$ cat src/rtl/uart_tx.sv
// UART transmitter: 16 clk cycles per bit, LSB-first frame of start, data,
// optional parity and 1-2 stop bits, with a valid/ready byte handshake.
module uart_tx #(
  parameter int DATA_BITS = 8,
  parameter int STOP_BITS = 1,
  parameter int PARITY    = 0
) (
  input  logic                 clk,
  input  logic                 rst,
  input  logic                 valid_in,
  input  logic [DATA_BITS-1:0] data_in,
  output logic                 ready_out,
  output logic                 tx,
  output logic                 busy_out,
  output logic                 done_out,
  output logic [5:0]           led
);

  localparam int BW = $clog2(DATA_BITS);

  localparam logic [2:0] S_IDLE  = 3'd0;
  localparam logic [2:0] S_START = 3'd1;
  localparam logic [2:0] S_DATA  = 3'd2;
  localparam logic [2:0] S_PAR   = 3'd3;
  localparam logic [2:0] S_STOP  = 3'd4;

  logic [2:0]           state_q, state_d;
  logic [3:0]           cnt_q, cnt_d;
  logic [BW-1:0]        bit_q, bit_d;
  logic [DATA_BITS-1:0] shreg_q, shreg_d;
  logic [DATA_BITS-1:0] data_q, data_d;
  logic                 tx_q, tx_d;
  logic                 busy_q;
  logic                 done_q, done_d;
  logic [5:0]           led_q, led_d;
  logic                 bit_end;

  function automatic logic parity_bit(input logic [DATA_BITS-1:0] d);
    return (PARITY == 2) ? ^d : ~^d;
  endfunction

  // LEDs show the low six data bits inverted; bits beyond DATA_BITS stay dark.
  function automatic logic [5:0] led_of(input logic [DATA_BITS-1:0] d);
    logic [5:0] r;
    r = 6'b111111;
    for (int i = 0; i < 6; i++)
      if (i < DATA_BITS) r[i] = ~d[i];
    return r;
  endfunction

  assign bit_end   = (cnt_q == 4'hF);
  assign ready_out = (state_q == S_IDLE) && !rst;

  always_comb begin
    state_d = state_q;
    cnt_d   = cnt_q + 4'd1;
    bit_d   = bit_q;
    shreg_d = shreg_q;
    data_d  = data_q;
    tx_d    = tx_q;
    done_d  = 1'b0;
    led_d   = led_q;
    case (state_q)
      S_IDLE: begin
        cnt_d = 4'd0;
        tx_d  = 1'b1;
        if (valid_in) begin
          state_d = S_START;
          shreg_d = data_in;
          data_d  = data_in;
          led_d   = led_of(data_in);
          tx_d    = 1'b0;
        end
      end
      S_START: begin
        if (bit_end) begin
          state_d = S_DATA;
          bit_d   = '0;
          tx_d    = shreg_q[0];
        end
      end
      S_DATA: begin
        if (bit_end) begin
          if (bit_q == BW'(DATA_BITS - 1)) begin
            bit_d = '0;
            if (PARITY != 0) begin
              state_d = S_PAR;
              tx_d    = parity_bit(data_q);
            end else begin
              state_d = S_STOP;
              tx_d    = 1'b1;
            end
          end else begin
            bit_d   = bit_q + 1'b1;
            shreg_d = shreg_q >> 1;
            tx_d    = shreg_q[1];
          end
        end
      end
      S_PAR: begin
        if (bit_end) begin
          state_d = S_STOP;
          bit_d   = '0;
          tx_d    = 1'b1;
        end
      end
      S_STOP: begin
        if (bit_end) begin
          if (bit_q == BW'(STOP_BITS - 1)) begin
            state_d = S_IDLE;
            bit_d   = '0;
            done_d  = 1'b1;
          end else begin
            bit_d = bit_q + 1'b1;
          end
        end
      end
      default: begin
        state_d = S_IDLE;
        cnt_d   = 4'd0;
        bit_d   = '0;
        tx_d    = 1'b1;
      end
    endcase
  end

  always_ff @(posedge clk) begin
    if (rst) begin
      state_q <= S_IDLE;
      cnt_q   <= 4'd0;
      bit_q   <= '0;
      shreg_q <= '0;
      data_q  <= '0;
      tx_q    <= 1'b1;
      busy_q  <= 1'b0;
      done_q  <= 1'b0;
      led_q   <= 6'b111111;
    end else begin
      state_q <= state_d;
      cnt_q   <= cnt_d;
      bit_q   <= bit_d;
      shreg_q <= shreg_d;
      data_q  <= data_d;
      tx_q    <= tx_d;
      busy_q  <= (state_d != S_IDLE);
      done_q  <= done_d;
      led_q   <= led_d;
    end
  end

  assign tx       = tx_q;
  assign busy_out = busy_q;
  assign done_out = done_q;
  assign led      = led_q;

endmodule

$ cat config.mk
export PLATFORM = sky130hd
export DESIGN_NAME = uart_tx
export DESIGN_NICKNAME = d
export VERILOG_FILES = /design/src/rtl/uart_tx.sv
export SDC_FILE = /design/constraint.sdc
export NUM_CORES = 1
export LEC_CHECK = 0
export ABC_AREA = 1
export CORE_MARGIN = 3
export CORE_UTILIZATION = 50
export DETAILED_ROUTE_END_ITERATION = 8
export PLACE_DENSITY = 0.75
export SYNTH_ARGS = -nofsm -noshare
export SYNTH_HDL_FRONTEND = slang
export SYNTH_SLANG_ARGS = --single-unit
$ cat constraint.sdc
create_clock -name clk -period 1.7 [get_ports clk]
set_input_delay 0.34 -clock clk [delete_from_list [all_inputs] [get_ports clk]]
set_output_delay 0.34 -clock clk [all_outputs]
set_load 0.02 [all_outputs]
# After elaboration in Yosys (flattened, before gate mapping)
# Cells that the tools add are included.
# classes
n_addsub	2
n_mul	0
n_div	0
n_lt_le_gt_ge	0
n_eq_ne	13
shift	0
n_mux	25
bitwise	10
n_reduce_logical	14
# op_table
operator	n
$mux 3	12
$mux 8	3
$pmux 8 s2	1
$pmux 3 s5	1
$ne 2x2->1 const B	6
$pmux 3 s4	1
$reduce_and 4->1	3
$not 1->1	10
$eq 3x2->1 const B	2
$eq 3x3->1 const B	2
$logic_not 3->1	2
$mux 1	6
$pmux 1 s5	1
$add 4x1->4 const B	1
$eq 4x4->1 const B	1
$reduce_or 2->1	2
$reduce_or 4->1	1
$add 3x1->3 const B	1
$eq 3x1->1 const B	1
$reduce_bool 3->1	1
$reduce_or 3->1	1
$ne 2x1->1 const B	1
$reduce_and 2->1	1
$reduce_bool 2->1	1
2 further kinds	2
# totals
register_bits	27
latch_bits	0
ram_bits	0
mem_bits_ro	0
input_bits	11
out_inout_bits	10
elab_cells	72
n_memories	0

# Longest topological paths before layout
# Gate-level depths: netlist (run 1).
# depth
depth_word	5
mapped_depth	9
mapped_depth_nobuf	9

# Least setup slack after synthesis (run 1)
# No wires, ideal clock.
# synth_path
path_type	reg-to-reg
start	register bit_q[0]
end	register shreg_q[0]
setup_ns	0.113
t_arrival_ns	1.269
required_ns	1.587
slack_ns	0.318
stages_incl_launch_ff	10
path_buffers	1
synth_period_minus_slack_ns	1.382
cell_sequence	dfxtp_1 > ha_1 > ha_1 > nand3_1 > nand2_2 > nor2_4 > buf_6 > nand2_1 > nand2_1 > nor2_1
# synth_between
elab_chain_cells	3
# synth_rtl
element	line	source
from (decl)	29	logic [BW-1:0] bit_q, bit_d;
from (signal assigned)	141	bit_q <= bit_d;
$eq 3x3->1	84	if (bit_q == BW'(DATA_BITS - 1)) begin
$ne 2x2->1 (no source line)	--	
$reduce_and 4->1 (no source line)	--	
to (signal assigned)	142	shreg_q <= shreg_d;
to (decl)	30	logic [DATA_BITS-1:0] shreg_q, shreg_d;
# No other way between the ends.
# A chain may end at the register's enable or synchronous reset.

# Final worst setup path (run 1)
# layout_path
start	register led_q[1] (netlist: led[1])
end	output led[1]
# layout_rtl
element	line	source
from (decl)	35	logic [5:0] led_q, led_d;
from (signal assigned)	147	led_q <= led_d;
to (decl)	16	output logic [5:0] led
# No word-level cell between the ends.

==> impl_summary.txt, run 1 <==
----------------------------------------------------
[Outcome]
  Outcome ... finished, final reports clean

[Routing]
  Residual antenna-violating net count after detailed routing ... 0
  Routed length per placed instance ... 11.2 um
  Detailed-route vias per instance ... 4.90
  Number of remaining DRC errors ... 0
  Number of DRC markers in iteration 0 ... 29
  Via count ... 1260
  WL final ... 2870 um
  Initial DRT Pass Iterations ... 4

[Final layout]
  # diodes ... 0
  Final non-filler cell total ... 257
  Number of inserted filler cells in the final layout ... 232
  Share of the core filled with cells in the final layout ... 65.4%
  Fraction of layout cells with a size suffix above 1 ... 10.1%
  Synthesis-to-finish area growth ... 22.5%
  Layout Nets ... 243

[Floorplan]
  Initial cell density of the core ... 53.4%
  Row count ... 18
  Floorplan die height ... 57.7 um
  Std-Cell Core Area ... 2500 um2
  Die area ... 3320 um2
  I/O pin cnt ... 21
  Chip width ... 57.7 um

[STA]
  Number of pins with negative max-slew slack in the final report ... 0
  Crit path time final ... 1650 ps
  Total negative slack for setup checks ... 0 ps
  Hold violation total from the final report ... 0
  Slew at the pin with the worst max-slew slack ... 384 ps
  Worst rel slew slack ... 74.4%
  Maximum achievable frequency ... 0.607 GHz
  Post-layout worst setup margin ... 52.9 ps
  Post-route fraction of the period consumed by the critical path ... 96.9%
  Layout Skew ... 13.5 ps
  Final setup violation count ... 0
  RSZ-0062 raised after global routing ... false

[GRT]
  Overall routing resource usage ... 18.5%
  First-pass GRT wire length ... 4950 um
  Grt ovf ... 0
  Via count of the first global-routing pass ... 1142
  Largest net degree at the start of global routing ... 17
  Number of antenna violations at the first check in global routing ... 0

[Clock tree]
  Clk Tree Root Cell ... clkbuf_4
  Clk buf depth ... 2
  Setup bufs post-CTS ... 0
  CTS Buf Count ... 3
  Clk_lat worst skew ... 330 ps
  TritonCTS clock tree ... built
  Clock net sink count ... 27
  Clock slew at the register clock pins of the worst setup and hold paths ... 160 ps
  Cts-stage hold buffer count ... 0
  H-tree lvl count ... 1

[Setup path]
  Number of cells on the critical path ... 1
  Standard cell with the maximum stage delay on the critical path ... clkdlybuf4s50_1
  Critical Path RT ... 1360 ps
  Data arrival time at the worst-slack endpoint ... 1310 ps
  CP max stage delay ... 610 ps
  Kind of cell adding the most delay to the critical path ... buffers and inverters
  Kind of start point of the critical path ... flop
  Highest net fanout along the worst path ... 2
  Critical setup path kind ... reg2out
  Critical path cell sequence ... clkdlybuf4s50_1
  Category of the worst setup path capture point ... output port
  Number of buffers and inverters on the critical path ... 1
  R2r worst-path depth ... 9

[Logic synthesis]
  Total nets after synthesis ... 215
  Share of the synthesized area in the top cell type ... 40.5%
  Most area-consuming cells after synthesis ... dfxtp_1 41%, nand2_1 15%, nor2_1 11%
  Proportion of synthesized chip area in sequential cells ... 40.5%
  Mean cell area of the mapped netlist ... 6.67 um2
  Post-Synthesis Cell Area ... 1330 um2
  YS warnings ... 0
  Count of different cell masters after synthesis ... 25
  Total of flip-flops plus latches after synthesis ... 27
  Largest area contributor in the netlist ... dfxtp_1
  Gate count of the mapped netlist ... 200

[Hold path]
  HP Class ... reg2reg
  Number of cells on the worst hold path ... 1

[Pwr]
  PnR Total Power ... 0.00120 W
  Total power density per cell area ... 736 nW/um2
  Lkg Pwr ... 0.819 nW
  Highest ir drop seen on vdd ... 0.000695 V

[Placement]
  HPWL Detailed ... 2240 um
  Count of input and output buffers ... 20
  Global placement routability congestion ... 0.886
  Number of cells in the design after placement ... 253
  DP Worst Slack ... -135 ps

[Job]
  Max Cap Viol ... 0

----------------------------------------------------
## cell usage in the layout (no fill, tap or decap), types with 4 or more instances in the layout
cell type and count:
nand2_1 53, inv_1 21, o21ai_0 12, nor2_1 38, clkdlybuf4s50_1 17, a21oi_1 12, nand3_1 10, dfxtp_1 27
buf_4 8, ha_1 4
## worst paths after layout
| check | startpoint | end | slack [ps] |
|---|---|---|---|
| worst min register to register | cnt_q[0]$_SDFF_PP0_ | cnt_q[0]$_SDFF_PP0_ | 460 |
| worst max register to register | state_q[0]$_SDFF_PP0_ | shreg_q[3]$_SDFFE_PP0P_ | 180 |
| worst max-delay path | led[1]$_SDFFE_PP1P_ | led[1] | 50 |
| worst min-delay path | cnt_q[0]$_SDFF_PP0_ | cnt_q[0]$_SDFF_PP0_ | 460 |
## layout make-up
type | count | area (um2) | share of cell area, %
clock inverters | 1 | 7.51 | 0.459
well taps | 30 | 37.5 | 2.30
inverters | 24 | 90.1 | 5.51
repair buffers | 28 | 260 | 15.9
flip-flops and latches | 27 | 541 | 33.1
multi-input cells | 144 | 676 | 41.3
clock buffers | 3 | 22.5 | 1.38
## timing repair
item                       in CTS  in global routing
pin swaps                       0                  1
cloned                          0                  0
setup endpoints to repair       1                  4
gates resized for setup         2                  3
## report_power, final
| part | switching, W | internal [W] | total, W |
|---|---|---|---|
| registers | 0.0000184 | 0.000673 | 0.000691 |
| logic | 0.000122 | 0.000102 | 0.000224 |
| clock network | 0.000198 | 0.0000898 | 0.000288 |
## metal layers
layer	GRT usage (%)	up-vias	share of wire [%]
met5	0	-	0
met4	3.97	0	0.49
met3	2.90	2	4.0
met2	31.5	25	49
met1	24.9	558	47
li1	-	675	-
## sequential cells by signal, indices dropped and copies added, names as in the netlist
signal and count:
cnt_q 4, led 6, done_out 1, shreg_q 8, busy_out 1, bit_q 3, tx 1, state_q 3
## logic make-up (layout without fill, tap and decap cells)
logic type                 Yosys count  count (layout)  share of synthesized area (%)
and+or+nand+nor                    110             110                           34.3
xor gates and xnor gates             1               1                          0.657
adders and majority gates            4               4                           3.75
AOI/OAI and AO/OA                   29              29                           11.9
buffers and inverters               29              56                           8.82
DFF                                 27              27                           40.5
## through the flow
step	instance area (um2)	hold slack, ps
after global routing	1630	494
final	1630	459
after global placement	1600	429
after CTS	1630	458
after floorplan	1330	418
after detailed placement	1600	439
## cell usage after synthesis
cell / n
nor2_4: 1
ha_1: 4
dfxtp_1: 27
o21bai_1: 1
nand3b_1: 1
nor2_2: 2
a21boi_2: 1
a21oi_1: 12
inv_1: 21
a21boi_0: 1
a211oi_1: 1
nor2_1: 38
nand2_1: 53
nand3_1: 10
nor3b_1: 1
buf_6: 1
buf_2: 1
clkbuf_1: 3
o21ai_0: 12
inv_2: 3
nand2_2: 2
nor3_1: 1
xor2_1: 1
o21ai_1: 1
nand3_2: 1
No activity file was read; power rests on OpenSTA's default activity.
==> inputs of run 2 (changes only) <==
Settings changed: CORE_MARGIN 3 to not set.
==> impl_summary.txt, run 2 (synthesis results as in run 1) <==
----------------------------------------------------
[Outcome]
  Outcome ... finished, final reports clean

[Hold path]
  HP Class ... reg2reg

[STA]
  Number of pins with negative max-slew slack in the final report ... 0
  Crit path time final ... 1630 ps
  Worst rel slew slack ... 74.3%
  RSZ-0062 raised after global routing ... false
  Final worst hold slack ... 462 ps
  Post-route fraction of the period consumed by the critical path ... 95.6%
  Slew at the pin with the worst max-slew slack ... 385 ps
  Hold violation total from the final report ... 0
  Layout Skew ... 7.73 ps
  Final setup violation count ... 0
  Maximum achievable frequency ... 0.615 GHz

[Pwr]
  Total power density per cell area ... 729 nW/um2
  Highest ir drop seen on vdd ... 0.000467 V
  Flop pwr share ... 58.0%
  Net switching power figure ... 0.000326 W
  Internal cell power ... 0.000866 W
  Share of power burned in combinational logic ... 18.7%
  Lkg Pwr ... 0.820 nW
  Clock group share of total power ... 23.3%
  Net switching share of the total power ... 27.4%

[Routing]
  Number of DRC markers in iteration 0 ... 25
  Residual antenna-violating net count after detailed routing ... 0
  WL final ... 2750 um
  Number of remaining DRC errors ... 0
  Detailed-route vias per instance ... 4.91
  Routed length per placed instance ... 10.6 um
  Initial DRT Pass Iterations ... 6
  Via count ... 1266

[Clock tree]
  TritonCTS clock tree ... built
  Clk buf depth ... 2
  H-tree lvl count ... 1
  CTS Buf Count ... 3
  Clk Tree Root Cell ... clkbuf_4
  Cts-stage hold buffer count ... 0
  Clock net sink count ... 27
  Clk_lat worst skew ... 320 ps
  Clock slew at the register clock pins of the worst setup and hold paths ... 150 ps

[Final layout]
  Cell area after layout ... 1640 um2
  Top library cells by usage in the layout, fill and taps aside ... 53 x nand2_1, 38 x nor2_1, 27 x dfxtp_1, 21 x inv_1, 18 x clkdlybuf4s50_1
  # diodes ... 0
  Number of inserted filler cells in the final layout ... 222
  Share of the core filled with cells in the final layout ... 65.4%
  Layout Nets ... 244
  Synthesis-to-finish area growth ... 22.6%
  Flip-flop count of the largest register after layout ... 8
  Most common cell after layout, fill and taps aside ... nand2_1
  Final non-filler cell total ... 258
  Register with the most flip-flops ... shreg_q
  Fraction of layout cells with a size suffix above 1 ... 10.1%

[Placement]
  Number of cells in the design after placement ... 254
  Standard cell area after detailed placement ... 1610 um2
  HPWL Detailed ... 2130 um
  Global placement routability congestion ... 0.892
  Count of input and output buffers ... 20

[Floorplan]
  Die area ... 2880 um2
  I/O pin cnt ... 21
  Std-Cell Core Area ... 2500 um2
  Floorplan die height ... 53.7 um
  Initial cell density of the core ... 53.4%
  Row count ... 18
  Chip width ... 53.7 um

[GRT]
  Via count of the first global-routing pass ... 1116
  Global routing met2 resource utilization ... 35.8%
  Busiest layer in global routing ... met2
  First-pass GRT wire length ... 4460 um
  Met3 track demand over resource in global routing ... 2.54%
  Grt ovf ... 0
  Global Route met1 Usage ... 27.1%
  Number of antenna violations at the first check in global routing ... 0
  Largest net degree at the start of global routing ... 15
  Overall routing resource usage ... 21.4%

[Job]
  Max Cap Viol ... 0

[Setup path]
  Critical Path RT ... 1360 ps
  Kind of cell adding the most delay to the critical path ... buffers and inverters
  Critical path cell sequence ... clkdlybuf4s50_1
  Critical setup path kind ... reg2out
  Standard cell with the maximum stage delay on the critical path ... clkdlybuf4s50_1
  Data arrival time at the worst-slack endpoint ... 1290 ps
  Kind of start point of the critical path ... flop
  Number of buffers and inverters on the critical path ... 1
  CP max stage delay ... 600 ps
  Category of the worst setup path capture point ... output port
  Highest net fanout along the worst path ... 2

----------------------------------------------------
-- run 2: cell types whose count changed in the layout (fill, tap and decap cells not counted), sizes merged --
cell / change
buf: +1
clkbuf: +1
clkdlybuf4s50: +1
clkinvlp: -1
dlymetal6s2s: -1
-- run 2: path summary, 6_finish.rpt --
check                                           start                       to  slack, ps  cells past startpoint
worst max-delay path                  tx$_SDFFE_PP1P_                       tx         70                      1
worst min-delay path              cnt_q[0]$_SDFF_PP0_      cnt_q[0]$_SDFF_PP0_        460                      1
worst max register to register  bit_q[0]$_SDFFE_PP0P_  shreg_q[2]$_SDFFE_PP0P_        160                      8
worst min register to register    cnt_q[0]$_SDFF_PP0_      cnt_q[0]$_SDFF_PP0_        460                      1
-- run 2: metrics by stage --
stage / setup TNS (ps) / power (W) / setup slack (ps)
global route: 0 / 0.00126 / 3.25
global placement: -128 / 0.000924 / -128
CTS: 0 / 0.00120 / 1.81
floorplan: 0 / 0.000842 / 318
finish: 0 / 0.00119 / 74.9
detailed placement: -144 / 0.000931 / -144
-- run 2: what timing repair did --
action | in CTS | in global routing
hold endpoints to repair | 0 | 0
setup endpoints to repair | 1 | 2
gates resized for setup | 2 | 2
buffers inserted | 0 | 0
-- run 2: power by group through the flow --
| stage | clock network (W) | logic, W | registers (W) |
|---|---|---|---|
| CTS | 0.000287 | 0.000225 | 0.000692 |
| floorplan | 0 | 0.000117 | 0.000725 |
| detailed placement | 0 | 0.000225 | 0.000706 |
| global route | 0.000313 | 0.000250 | 0.000697 |
| global placement | 0 | 0.000221 | 0.000703 |
| finish | 0.000278 | 0.000222 | 0.000692 |
-- run 2: layout make-up --
type / instances / area (um2) / share of cell area, %
multi-input cells: 144 / 676 / 41.3
flip-flops and latches: 27 / 541 / 33.1
repair buffers: 29 / 265 / 16.2
inverters: 24 / 90.1 / 5.51
well taps: 30 / 37.5 / 2.30
clock buffers: 4 / 26.3 / 1.61
-- run 2: layer usage --
layer | part of all wire, % | wire length [um]
met2 | 46 | 1270
met5 | 0 | 0
met1 | 50 | 1360
met4 | 1.5 | 40
met3 | 2.6 | 72
